===== src/rtl/bfis_query_scheduler_if.sv =====
// Requester, engine and result-stream bundle for bfis_query_scheduler.
// slave is the scheduler's view; master is the surrounding fabric's view.
interface bfis_query_scheduler_if #(
  parameter int NUM_REQ = 2,
  parameter int DIM     = 4,
  parameter int ID_W    = (NUM_REQ > 1) ? $clog2(NUM_REQ) : 1
);
  logic [NUM_REQ-1:0]        req_valid_in;
  logic [NUM_REQ-1:0]        req_ready_out;
  logic [NUM_REQ*DIM*32-1:0] req_query_in;
  logic [NUM_REQ*16-1:0]     req_k_in;
  logic [NUM_REQ*32-1:0]     req_vertex_in;

  logic                      srch_start_out;
  logic [DIM*32-1:0]         srch_query_out;
  logic [15:0]               srch_k_out;
  logic [31:0]               srch_vertex_out;
  logic                      srch_abort_out;
  logic [31:0]               srch_result_in;
  logic                      srch_valid_in;

  logic [31:0]               res_data_out;
  logic [ID_W-1:0]           res_id_out;
  logic                      res_valid_out;
  logic                      res_last_out;
  logic                      res_timeout_out;
  logic                      busy_out;
  logic [2:0]                state_out;

  modport slave (
    input  req_valid_in, req_query_in,
    input  req_k_in, req_vertex_in,
    input  srch_result_in, srch_valid_in,
    output req_ready_out,
    output srch_start_out, srch_query_out,
    output srch_k_out, srch_vertex_out,
    output srch_abort_out,
    output res_data_out, res_id_out,
    output res_valid_out, res_last_out,
    output res_timeout_out,
    output busy_out, state_out
  );

  modport master (
    output req_valid_in, req_query_in,
    output req_k_in, req_vertex_in,
    output srch_result_in, srch_valid_in,
    input  req_ready_out,
    input  srch_start_out, srch_query_out,
    input  srch_k_out, srch_vertex_out,
    input  srch_abort_out,
    input  res_data_out, res_id_out,
    input  res_valid_out, res_last_out,
    input  res_timeout_out,
    input  busy_out, state_out
  );
endinterface


===== src/rtl/bfis_query_scheduler.sv =====
// Round-robin front end sharing one bfis engine among NUM_REQ
// requesters; forwards k tagged results or a timeout marker.
module bfis_query_scheduler #(
  parameter int NUM_REQ     = 2,
  parameter int DIM         = 4,
  parameter int K_MAX       = 16,
  parameter int TIMEOUT_CYC = 1000000
) (
  input logic                   clk_in,
  input logic                   rst_n_in,
  bfis_query_scheduler_if.slave bus
);
  localparam int ID_W = (NUM_REQ > 1) ? $clog2(NUM_REQ) : 1;
  localparam int TW   = $clog2(TIMEOUT_CYC + 1);
  localparam int QW   = DIM * 32;

  typedef enum logic [2:0] {
    S_IDLE  = 3'd0,
    S_START = 3'd1,
    S_RUN   = 3'd2,
    S_DONE  = 3'd3,
    S_ABORT = 3'd4
  } state_t;

  state_t state, state_nx;

  logic [ID_W-1:0] last_grant;
  logic [ID_W-1:0] winner;
  logic [ID_W-1:0] id_q;
  logic            found;
  logic [QW-1:0]   sel_query;
  logic [15:0]     sel_k;
  logic [15:0]     sel_k_eff;
  logic [31:0]     sel_vertex;

  logic [QW-1:0]   query_q;
  logic [15:0]     k_eff_q;
  logic [15:0]     count_q;
  logic [31:0]     vertex_q;
  logic [TW-1:0]   timer_q;

  logic [31:0]     res_data_q;
  logic [ID_W-1:0] res_id_q;
  logic            res_valid_q;
  logic            res_last_q;
  logic            res_to_q;

  logic grant;
  logic beat;
  logic final_beat;
  logic expire;

  // Scan above last_grant first, then wrap to the low indices.
  always_comb begin
    found  = 1'b0;
    winner = '0;
    for (int i = 0; i < NUM_REQ; i++) begin
      if (!found && ID_W'(i) > last_grant
          && bus.req_valid_in[i]) begin
        found  = 1'b1;
        winner = ID_W'(i);
      end
    end
    for (int i = 0; i < NUM_REQ; i++) begin
      if (!found && ID_W'(i) <= last_grant
          && bus.req_valid_in[i]) begin
        found  = 1'b1;
        winner = ID_W'(i);
      end
    end
  end

  always_comb begin
    sel_query  = '0;
    sel_k      = '0;
    sel_vertex = '0;
    for (int i = 0; i < NUM_REQ; i++) begin
      if (winner == ID_W'(i)) begin
        sel_query  = bus.req_query_in[i*QW +: QW];
        sel_k      = bus.req_k_in[i*16 +: 16];
        sel_vertex = bus.req_vertex_in[i*32 +: 32];
      end
    end
    unique case (1'b1)
      sel_k == 16'd0:       sel_k_eff = 16'd1;
      sel_k > 16'(K_MAX):   sel_k_eff = 16'(K_MAX);
      default:              sel_k_eff = sel_k;
    endcase
  end

  assign grant      = (state == S_IDLE) && found;
  assign beat       = (state == S_RUN) && bus.srch_valid_in;
  assign final_beat = beat && (count_q + 16'd1 == k_eff_q);
  assign expire     = (state == S_RUN) && !bus.srch_valid_in
                      && (timer_q == TW'(TIMEOUT_CYC - 1));

  always_ff @(posedge clk_in or negedge rst_n_in) begin
    if (!rst_n_in) state <= S_IDLE;
    else           state <= state_nx;
  end

  always_comb begin
    state_nx = state;
    unique case (state)
      S_IDLE:  if (grant) state_nx = S_START;
      S_START: state_nx = S_RUN;
      S_RUN: begin
        if (final_beat)  state_nx = S_DONE;
        else if (expire) state_nx = S_ABORT;
      end
      S_DONE:  state_nx = S_IDLE;
      S_ABORT: state_nx = S_IDLE;
      default: state_nx = S_IDLE;
    endcase
  end

  always_comb begin
    bus.srch_start_out = (state == S_START);
    bus.srch_abort_out = (state == S_DONE)
                         || (state == S_ABORT);
    bus.busy_out       = (state != S_IDLE);
    bus.state_out      = state;
    bus.req_ready_out  = '0;
    for (int i = 0; i < NUM_REQ; i++)
      bus.req_ready_out[i] = rst_n_in && grant
                             && (winner == ID_W'(i));
  end

  always_ff @(posedge clk_in or negedge rst_n_in) begin
    if (!rst_n_in) begin
      last_grant  <= ID_W'(NUM_REQ - 1);
      id_q        <= '0;
      query_q     <= '0;
      k_eff_q     <= '0;
      count_q     <= '0;
      vertex_q    <= '0;
      timer_q     <= '0;
      res_data_q  <= '0;
      res_id_q    <= '0;
      res_valid_q <= 1'b0;
      res_last_q  <= 1'b0;
      res_to_q    <= 1'b0;
    end else begin
      res_valid_q <= 1'b0;
      res_last_q  <= 1'b0;
      res_to_q    <= 1'b0;
      if (grant) begin
        query_q    <= sel_query;
        k_eff_q    <= sel_k_eff;
        vertex_q   <= sel_vertex;
        id_q       <= winner;
        last_grant <= winner;
        count_q    <= '0;
        timer_q    <= '0;
      end
      if (beat) begin
        res_valid_q <= 1'b1;
        res_data_q  <= bus.srch_result_in;
        res_id_q    <= id_q;
        res_last_q  <= final_beat;
        count_q     <= count_q + 16'd1;
        timer_q     <= '0;
      end else if (expire) begin
        res_valid_q <= 1'b1;
        res_last_q  <= 1'b1;
        res_to_q    <= 1'b1;
        res_data_q  <= 32'hFFFF_FFFF;
        res_id_q    <= id_q;
      end else if (state == S_RUN) begin
        timer_q <= timer_q + TW'(1);
      end
    end
  end

  assign bus.srch_query_out  = query_q;
  assign bus.srch_k_out      = k_eff_q;
  assign bus.srch_vertex_out = vertex_q;
  assign bus.res_data_out    = res_data_q;
  assign bus.res_id_out      = res_id_q;
  assign bus.res_valid_out   = res_valid_q;
  assign bus.res_last_out    = res_last_q;
  assign bus.res_timeout_out = res_to_q;
endmodule


===== src/flat_wrapper.sv =====
// flat-port wrapper written by rule: the top's interface ports become plain ports
module bfis_query_scheduler_flat 
#(
  parameter int NUM_REQ     = 2,
  parameter int DIM         = 4,
  parameter int K_MAX       = 16,
  parameter int TIMEOUT_CYC = 1000000
)
  (clk_in, rst_n_in, bus_req_valid_in, bus_req_query_in, bus_req_k_in, bus_req_vertex_in, bus_srch_result_in, bus_srch_valid_in, bus_req_ready_out, bus_srch_start_out, bus_srch_query_out, bus_srch_k_out, bus_srch_vertex_out, bus_srch_abort_out, bus_res_data_out, bus_res_id_out, bus_res_valid_out, bus_res_last_out, bus_res_timeout_out, bus_busy_out, bus_state_out);
  bfis_query_scheduler_if #(.NUM_REQ(NUM_REQ), .DIM(DIM)) bus_i ();
  input logic clk_in;
  input logic rst_n_in;
  input wire logic [$bits(bus_i.req_valid_in)-1:0] bus_req_valid_in;
  input wire logic [$bits(bus_i.req_query_in)-1:0] bus_req_query_in;
  input wire logic [$bits(bus_i.req_k_in)-1:0] bus_req_k_in;
  input wire logic [$bits(bus_i.req_vertex_in)-1:0] bus_req_vertex_in;
  input wire logic [$bits(bus_i.srch_result_in)-1:0] bus_srch_result_in;
  input wire logic [$bits(bus_i.srch_valid_in)-1:0] bus_srch_valid_in;
  output wire logic [$bits(bus_i.req_ready_out)-1:0] bus_req_ready_out;
  output wire logic [$bits(bus_i.srch_start_out)-1:0] bus_srch_start_out;
  output wire logic [$bits(bus_i.srch_query_out)-1:0] bus_srch_query_out;
  output wire logic [$bits(bus_i.srch_k_out)-1:0] bus_srch_k_out;
  output wire logic [$bits(bus_i.srch_vertex_out)-1:0] bus_srch_vertex_out;
  output wire logic [$bits(bus_i.srch_abort_out)-1:0] bus_srch_abort_out;
  output wire logic [$bits(bus_i.res_data_out)-1:0] bus_res_data_out;
  output wire logic [$bits(bus_i.res_id_out)-1:0] bus_res_id_out;
  output wire logic [$bits(bus_i.res_valid_out)-1:0] bus_res_valid_out;
  output wire logic [$bits(bus_i.res_last_out)-1:0] bus_res_last_out;
  output wire logic [$bits(bus_i.res_timeout_out)-1:0] bus_res_timeout_out;
  output wire logic [$bits(bus_i.busy_out)-1:0] bus_busy_out;
  output wire logic [$bits(bus_i.state_out)-1:0] bus_state_out;
  assign bus_i.req_valid_in = bus_req_valid_in;
  assign bus_i.req_query_in = bus_req_query_in;
  assign bus_i.req_k_in = bus_req_k_in;
  assign bus_i.req_vertex_in = bus_req_vertex_in;
  assign bus_i.srch_result_in = bus_srch_result_in;
  assign bus_i.srch_valid_in = bus_srch_valid_in;
  assign bus_req_ready_out = bus_i.req_ready_out;
  assign bus_srch_start_out = bus_i.srch_start_out;
  assign bus_srch_query_out = bus_i.srch_query_out;
  assign bus_srch_k_out = bus_i.srch_k_out;
  assign bus_srch_vertex_out = bus_i.srch_vertex_out;
  assign bus_srch_abort_out = bus_i.srch_abort_out;
  assign bus_res_data_out = bus_i.res_data_out;
  assign bus_res_id_out = bus_i.res_id_out;
  assign bus_res_valid_out = bus_i.res_valid_out;
  assign bus_res_last_out = bus_i.res_last_out;
  assign bus_res_timeout_out = bus_i.res_timeout_out;
  assign bus_busy_out = bus_i.busy_out;
  assign bus_state_out = bus_i.state_out;
  bfis_query_scheduler #(.NUM_REQ(NUM_REQ), .DIM(DIM), .K_MAX(K_MAX), .TIMEOUT_CYC(TIMEOUT_CYC)) u_core (.clk_in(clk_in), .rst_n_in(rst_n_in), .bus(bus_i));
endmodule

===== config.mk =====
export PLATFORM = sky130hd
export DESIGN_NAME = bfis_query_scheduler_flat
export DESIGN_NICKNAME = d
export VERILOG_FILES = /design/src/rtl/bfis_query_scheduler_if.sv /design/src/rtl/bfis_query_scheduler.sv /design/src/flat_wrapper.sv
export SDC_FILE = /design/constraint.sdc
export NUM_CORES = 1
export LEC_CHECK = 0
export ABC_CLOCK_PERIOD_IN_PS = 3000
export CORE_AREA = 4 4 236 238
export CTS_CLUSTER_DIAMETER = 60
export DETAILED_ROUTE_END_ITERATION = 7
export DIE_AREA = 0 0 240 242
export GPL_TIMING_DRIVEN = 0
export PLACE_DENSITY = 0.62
export REMOVE_ABC_BUFFERS = 1
export SETUP_SLACK_MARGIN = 0.3
export SLEW_MARGIN = 20
export SYNTH_ARGS = -nofsm -noshare
export SYNTH_HDL_FRONTEND = slang
export SYNTH_SLANG_ARGS = --single-unit

===== constraint.sdc =====
create_clock -name clk_in -period 3 [get_ports clk_in]
set_input_delay 0.75 -clock clk_in [delete_from_list [all_inputs] [get_ports clk_in]]
set_output_delay 0.75 -clock clk_in [all_outputs]
set_load 0.01 [all_outputs]

==> results of run 1 <==
## flip-flops by register name, summed over array words and instances (netlist names)
name                        cells
u_core.bus.srch_k_out          16
u_core.bus.res_last_out         1
u_core.count_q                 16
u_core.bus.srch_query_out     128
u_core.bus.srch_vertex_out     32
u_core.bus.res_timeout_out      1
u_core.bus.res_id_out           1
u_core.bus.res_data_out        32
u_core.bus.state_out            3
u_core.bus.res_valid_out        1
u_core.id_q                     1
u_core.last_grant               1
u_core.timer_q                 20
## power groups by stage
stage                     registers (uW)  clock network [uW]  logic, uW
after floorplan                     5870                   0       2310
after global placement              4870                   0       5480
after detailed placement            5580                   0       8230
after CTS                           5520                4530       8760
after global routing                5690                4650       9320
final                               5500                4370       8640
## layer usage
layer / wire length [um] / GRT usage / vias up
met3: 3500 / 0.0452 / 87
met5: 24 / 0 / -
met1: 19300 / 0.191 / 5416
met4: 1900 / 0.0587 / 4
met2: 26100 / 0.299 / 430
li1: - / - / 5589
## layout make-up
class | instances | share of cell area
repair buffers | 670 | 0.341
flip-flops and latches | 253 | 0.298
multi-input cells | 895 | 0.260
clock buffers | 48 | 0.0498
well taps | 696 | 0.0410
clock inverters | 17 | 0.00859
inverters | 7 | 0.00124
diodes | 2 | 0.000235
## cells by family (layout without fill, tap and decap cells)
group / after synthesis / count (layout) / synth area share
AOI/OAI and AO/OA: 297 / 297 / 0.133
muxes: 168 / 168 / 0.138
other: 0 / 2 / 0
and+or+nand+nor: 404 / 404 / 0.155
adders and majority gates: 2 / 2 / 0.00206
buffers and inverters: 93 / 742 / 0.0344
xor gates and xnor gates: 24 / 24 / 0.0173
DFF: 253 / 253 / 0.520
## repair_timing
item | in CTS | in global routing
gates resized for setup | 24 | 10
setup endpoints to repair | 45 | 34
buffers inserted | 20 | 9
cloned | 9 | 0
pin swaps | 3 | 2
## final timing paths
kind	depth (start not counted)	end	from
max	8	bus_req_ready_out[0]	u_core.bus.state_out[1]$_DFFE_PN0P_
min	1	u_core.bus.srch_query_out[54]$_DFFE_PN0P_	rst_n_in
max reg2reg	7	u_core.count_q[5]$_DFFE_PN0P_	u_core.bus.state_out[1]$_DFFE_PN0P_
min reg2reg	2	u_core.bus.srch_query_out[10]$_DFFE_PN0P_	u_core.bus.srch_query_out[10]$_DFFE_PN0P_
max in group asynchronous	3	u_core.bus.srch_k_out[4]$_DFFE_PN0P_	rst_n_in
min in group clk_in	2	u_core.bus.srch_query_out[10]$_DFFE_PN0P_	u_core.bus.srch_query_out[10]$_DFFE_PN0P_
## metrics by stage
step / hold WS (ns) / power, uW / std cells / setup TNS [ns] / util
finish: 0.0916 / 18500 / 2588 / 0 / 0.397
global route: 0.0668 / 19700 / 2587 / -0.0423 / 0.396
detailed placement: 0.467 / 13800 / 2483 / -34.65 / 0.362
floorplan: 0.439 / 8180 / 1155 / -3019.06 / -
CTS: 0.0527 / 18800 / 2577 / 0 / 0.395
global placement: 0.463 / 10400 / 2459 / -6873.62 / 0.350
## cells in the final DEF (no fill, tap or decap), types with 4 or more instances in the layout
cell and n:
and3_1 10, and2_1 13, clkinvlp_4 4, buf_4 28
a31oi_1 6, a21oi_1 43, o31ai_1 10, clkbuf_8 7
nor3b_1 5, nand4_1 9, xnor2_1 9, dfrtp_1 249
xor2_1 15, mux2i_1 161, clkbuf_16 38, nand2_1 196
nand2b_1 5, nor4_1 8, nor2_1 96, nor3_1 10
clkinv_2 5, buf_16 23, o21ai_0 213, mux2i_2 4
nand3_1 16, bufbuf_16 9, or3_1 6, inv_1 7
clkdlybuf4s50_1 599
==> qor.yml, run 1 <==
synth_top_area_frac: 0.518
drive_gt1_frac: 0.0852
nNetsFinal: 2255
slowest_delay_ns: 0.43
stdcell_area_um2: 21300
peakVddDrop_mv: 0.416
arrival_ns: 2.20
worstPathRequired_ns: 2.25
yosysWarnings: 0
grt.total_usage: 0.167
critPathKind: "flip-flop to output pin"
critPathCaptureType: "output pin"
clkPwrFrac: 0.236
routabilityCongestion: 0.887
cts.hold.buffers_added: 0
status: "finished, final reports clean"
drtAntennaViolNets: 0
detail_route.vias_per_cell: 4.45
synth_seq_area_share: 0.520
synth.avg_cell_area_um2: 9.81
critPathMostFrequentCell: "buf_16"
leakagePower_uw: 0.00908
fin_ws_ns: 0.0526
die_x_um: 240
finalHoldViolCount: 0
drt-total-wl_um: 50800
swShare: 0.352
async_flop_share: 1.00
intPower_uw: 12000
finClkSkew_ns: 0.0199
n_fill_cell: 5249
final-setup-viol-count: 0
io_buffers: 608
grt_pass1_vias: 11700
fin_crit_ns: 2.95
path_max_fanout: 2
final_min_period_over_clock_period: 0.982
clk_latency_ns: 0.53
placed_cell_area_um2: 19400
synth.top_cells.by_area: "dfrtp_1 (52%), mux2i_1 (14%), o21ai_0 (8.8%), nand2_1 (6.0%), nor2_1 (3.0%)"
dp_hpwl_um: 39200
ioPinCount: 609
synth_seq_cells: 253
num_rows: 85
yosysMostFrequentCell: "dfrtp_1"
max_freq_mhz: 339
report.final.slew_viol_count: 0
area_growth_pct: 74.6
synth_common_cells: "dfrtp_1 (252), o21ai_0 (213), nand2_1 (196), mux2i_1 (166), nor2_1 (96)"
clock_tree.buffer_depth: 3
place_ws_ns: -1.04
synthFlopType: "dfrtp_1"
grt_max_degree: 54
cts_tree: "yes"
cp_slowest_cell: "dfrtp_2"
wire_per_inst_um: 19.6
p_per_area_nw_per_um2: 871
path_delay_family: "buffers and inverters"
coreArea_um2: 53600
path_buf_inv: 5
critPathLaunchType: "flip-flop"
cts_max_level: 2
numClockSinks: 253
combPwrFrac: 0.467
drc_errors: 0
overflow: 0
antenna_found_initial: 5
cts_made_buffers: 37
worstMarginPinSlew_ns: 0.962
synth.cell_area_um2: 12200
synth-edff-count: 0
switching_power_uw: 6510
cts-root-buf: "clkbuf_16"
start_util: 0.227
dieArea_um2: 58100
fp.dieH_um: 242
multi_input_area_um2: 5520
num_vias: 11500
r2r_slack_ns: 0.50
grt_first_pass_wirelength_um: 73800
synth.distinct_cells: 63
yosys.area.top_type: "dfrtp_1"
hold_path_class: "input pin to async pin"
clk_pin_slew_worst_paths_ns: 0.06
drt_first_pass_iters: 6
slew_headroom: 0.357
drv_cap: 0
path_cells: "nor3_4 > o21ai_4 > buf_16 > buf_16 > buf_16 > buf_16 > nor3b_2 > buf_2"
drt_iter0_drc: 556
p_seq_frac: 0.297
seq_area_um2: 6340
rsz0062_at_grt: "yes"
netlist_instances: 1241
No activity file was read; power rests on OpenSTA's default activity.
==> run 2: changes to the inputs <==
--- a/config.mk
+++ b/config.mk
@@ -5,11 +5,11 @@
 export SDC_FILE = /design/constraint.sdc
 export NUM_CORES = 1
 export LEC_CHECK = 0
-export ABC_CLOCK_PERIOD_IN_PS = 3000
-export CORE_AREA = 4 4 236 238
+export ABC_CLOCK_PERIOD_IN_PS = 3100
+export CORE_AREA = 4 4 237 239
 export CTS_CLUSTER_DIAMETER = 60
 export DETAILED_ROUTE_END_ITERATION = 7
-export DIE_AREA = 0 0 240 242
+export DIE_AREA = 0 0 241 243
 export GPL_TIMING_DRIVEN = 0
 export PLACE_DENSITY = 0.62
 export REMOVE_ABC_BUFFERS = 1
==> constraint.sdc (replaced) <==
create_clock -name clk_in -period 3.1 [get_ports clk_in]
set_input_delay 0.775 -clock clk_in [delete_from_list [all_inputs] [get_ports clk_in]]
set_output_delay 0.775 -clock clk_in [all_outputs]
set_load 0.01 [all_outputs]
==> run 2 against run 1 <==
  * Clock power shrank 10%
  * Core utilization shrank 1.2 points
  * Hold slack gained 0.088 ns
  * Clock skew shrank 0.0013 ns
  * Worst setup slack gained 0.24 ns
  * Critical path depth shrank 2
  * Via count shrank 1.9%
  * Combinational power shrank 8.2%
  * Cell count shrank 1.2%
  * Sequential share of layout area grew 0.78 points
==> qor.yml, run 2 (synthesis results as in run 1) <==
status: "finished, final reports clean"
tns_ns: 0
finalHoldViolCount: 0
fin_ws_ns: 0.290
coreArea_um2: 53800
critPathKind: "input pin to flip-flop"
reg2reg_depth: 6
p_seq_frac: 0.310
final-setup-viol-count: 0
drive_gt1_frac: 0.0635
cp_slowest_cell: "clkdlybuf4s50_1"
cts_max_level: 2
drtAntennaViolNets: 0
place_ws_ns: -0.985
peakVddDrop_mv: 0.347
cts.hold.buffers_added: 0
fp.dieH_um: 243
path_max_fanout: 34
whs_ns: 0.179
nNetsFinal: 2226
finClkSkew_ns: 0.0186
slew_headroom: 0.412
report.final.slew_viol_count: 0
grt_pass1_vias: 11600
path_cells: "clkdlybuf4s50_1 > nor4b_1 > nand4_1 > or3_4 > nand2_4 > mux2_1"
num_rows: 85
p_per_area_nw_per_um2: 830
grt_first_pass_wirelength_um: 70900
largest_reg_flops: 128
dp_hpwl_um: 39200
start_util: 0.226
clk_latency_ns: 0.52
ioPinCount: 609
switching_power_uw: 6060
leakagePower_uw: 0.00878
hold_path_class: "input pin to async pin"
worstPathRequired_ns: 3.49
fin_crit_ns: 2.81
total_power_uw: 17200
detail_route.vias_per_cell: 4.42
cts_tree: "yes"
swShare: 0.353
drt_iter0_drc: 508
wire_per_inst_um: 18.9
arrival_ns: 3.20
area_growth_pct: 70.2
clock_tree.buffer_depth: 3
die_x_um: 241
r2r-start: "u_core.count_q[4]$_DFFE_PN0P_"
antenna_found_initial: 3
rsz0062_at_grt: "yes"
io_buffers: 608
numClockSinks: 253
cts_made_buffers: 34
fin_util: 0.385
critPathCaptureType: "flip-flop"
r2r_end: "u_core.bus.res_last_out$_DFF_PN0_"
n_fill_cell: 5331
cts-root-buf: "clkbuf_16"
clkPwrFrac: 0.228
clk_pin_slew_worst_paths_ns: 0.06
critPathLaunchType: "input pin"
combPwrFrac: 0.462
num_vias: 11300
drt_first_pass_iters: 6
final_min_period_over_clock_period: 0.906
dieArea_um2: 58600
slowest_delay_ns: 0.66
final_common_cell: "clkdlybuf4s50_1"
max_freq_mhz: 356
grt_max_degree: 91
drt-total-wl_um: 48400
routabilityCongestion: 0.843
layout_common_cells: "clkdlybuf4s50_1 (601), dfrtp_1 (249), o21ai_0 (213)"
intPower_uw: 11100
drc_errors: 0
overflow: 0
r2r_slack_ns: 0.72
worstMarginPinSlew_ns: 0.879
grt.total_usage: 0.158
drv_cap: 0
==> run 2: cell types whose count changed in the layout (fill, tap and decap cells not counted), moves of 3 or more <==
cell / before / now
clkbuf_1: 3 / 8
buf_4: 28 / 10
buf_8: 0 / 3
bufbuf_16: 9 / 0
clkinv_2: 5 / 1
mux2i_1: 161 / 165
mux2i_2: 4 / 0
clkbuf_16: 38 / 35
==> run 2: per-stage QoR <==
step	cells	cell area, um2
after CTS	2553	20600
after floorplan	1155	11800
after global placement	2459	18700
after detailed placement	2484	19400
after global routing	2557	20700
final	2557	20700
==> run 2: what timing repair did <==
action,CTS,global route
gates resized for setup,9,9
endpoints found under the hold margin,0,0
setup buffers,9,2
pin swaps,2,1
setup endpoints to repair,49,15
==> run 2: worst max-delay path: cells and delay by family <==
family        cells  cell delay, ns
mux               1            0.33
simple gates      4            1.43
buf+inv           1            0.66
==> run 2: layer usage <==
metal,GRT usage,part of all wire
met5,0,0.00014
met4,0.0447,0.027
met3,0.0356,0.061
met2,0.282,0.52
met1,0.190,0.40
==> run 2: power groups by stage <==
stage / sequential [uW] / combinational (uW) / clock (uW)
after floorplan: 5740 / 2290 / 0
after global placement: 4750 / 5500 / 0
after detailed placement: 5400 / 8000 / 0
after CTS: 5350 / 8090 / 4100
after global routing: 5510 / 8630 / 4240
final: 5330 / 7930 / 3930
==> run 2: cell type report <==
cell class,count,area [um2],share of cell area
clock inverters,9,116,0.00562
flip-flops and latches,253,6340,0.306
well taps,696,871,0.0420
repair buffers,644,6850,0.331
inverters,7,26.3,0.00127
diodes,2,5.00,0.000242
clock buffers,51,1020,0.0491
multi-input cells,895,5490,0.265
==> run 2: how the worst max path moves through the flow <==
stage	endpoint	depth (start not counted)	slack, ns	startpoint
6_report	u_core.bus.res_id_out$_DFFE_PN0P_	6	0.29	bus_srch_valid_in
4_1_cts	bus_req_ready_out[0]	5	0.20	bus_req_valid_in[0]
5_1_grt	u_core.bus.res_id_out$_DFFE_PN0P_	6	0.20	bus_srch_valid_in
3_5_place_dp	u_core.bus.srch_vertex_out[28]$_DFFE_PN0P_	9	-0.98	bus_req_valid_in[1]
3_3_place_gp	u_core.bus.srch_vertex_out[28]$_DFFE_PN0P_	4	-27.60	bus_req_valid_in[1]
2_1_floorplan	u_core.bus.srch_k_out[4]$_DFFE_PN0P_	4	-17.44	bus_req_valid_in[0]
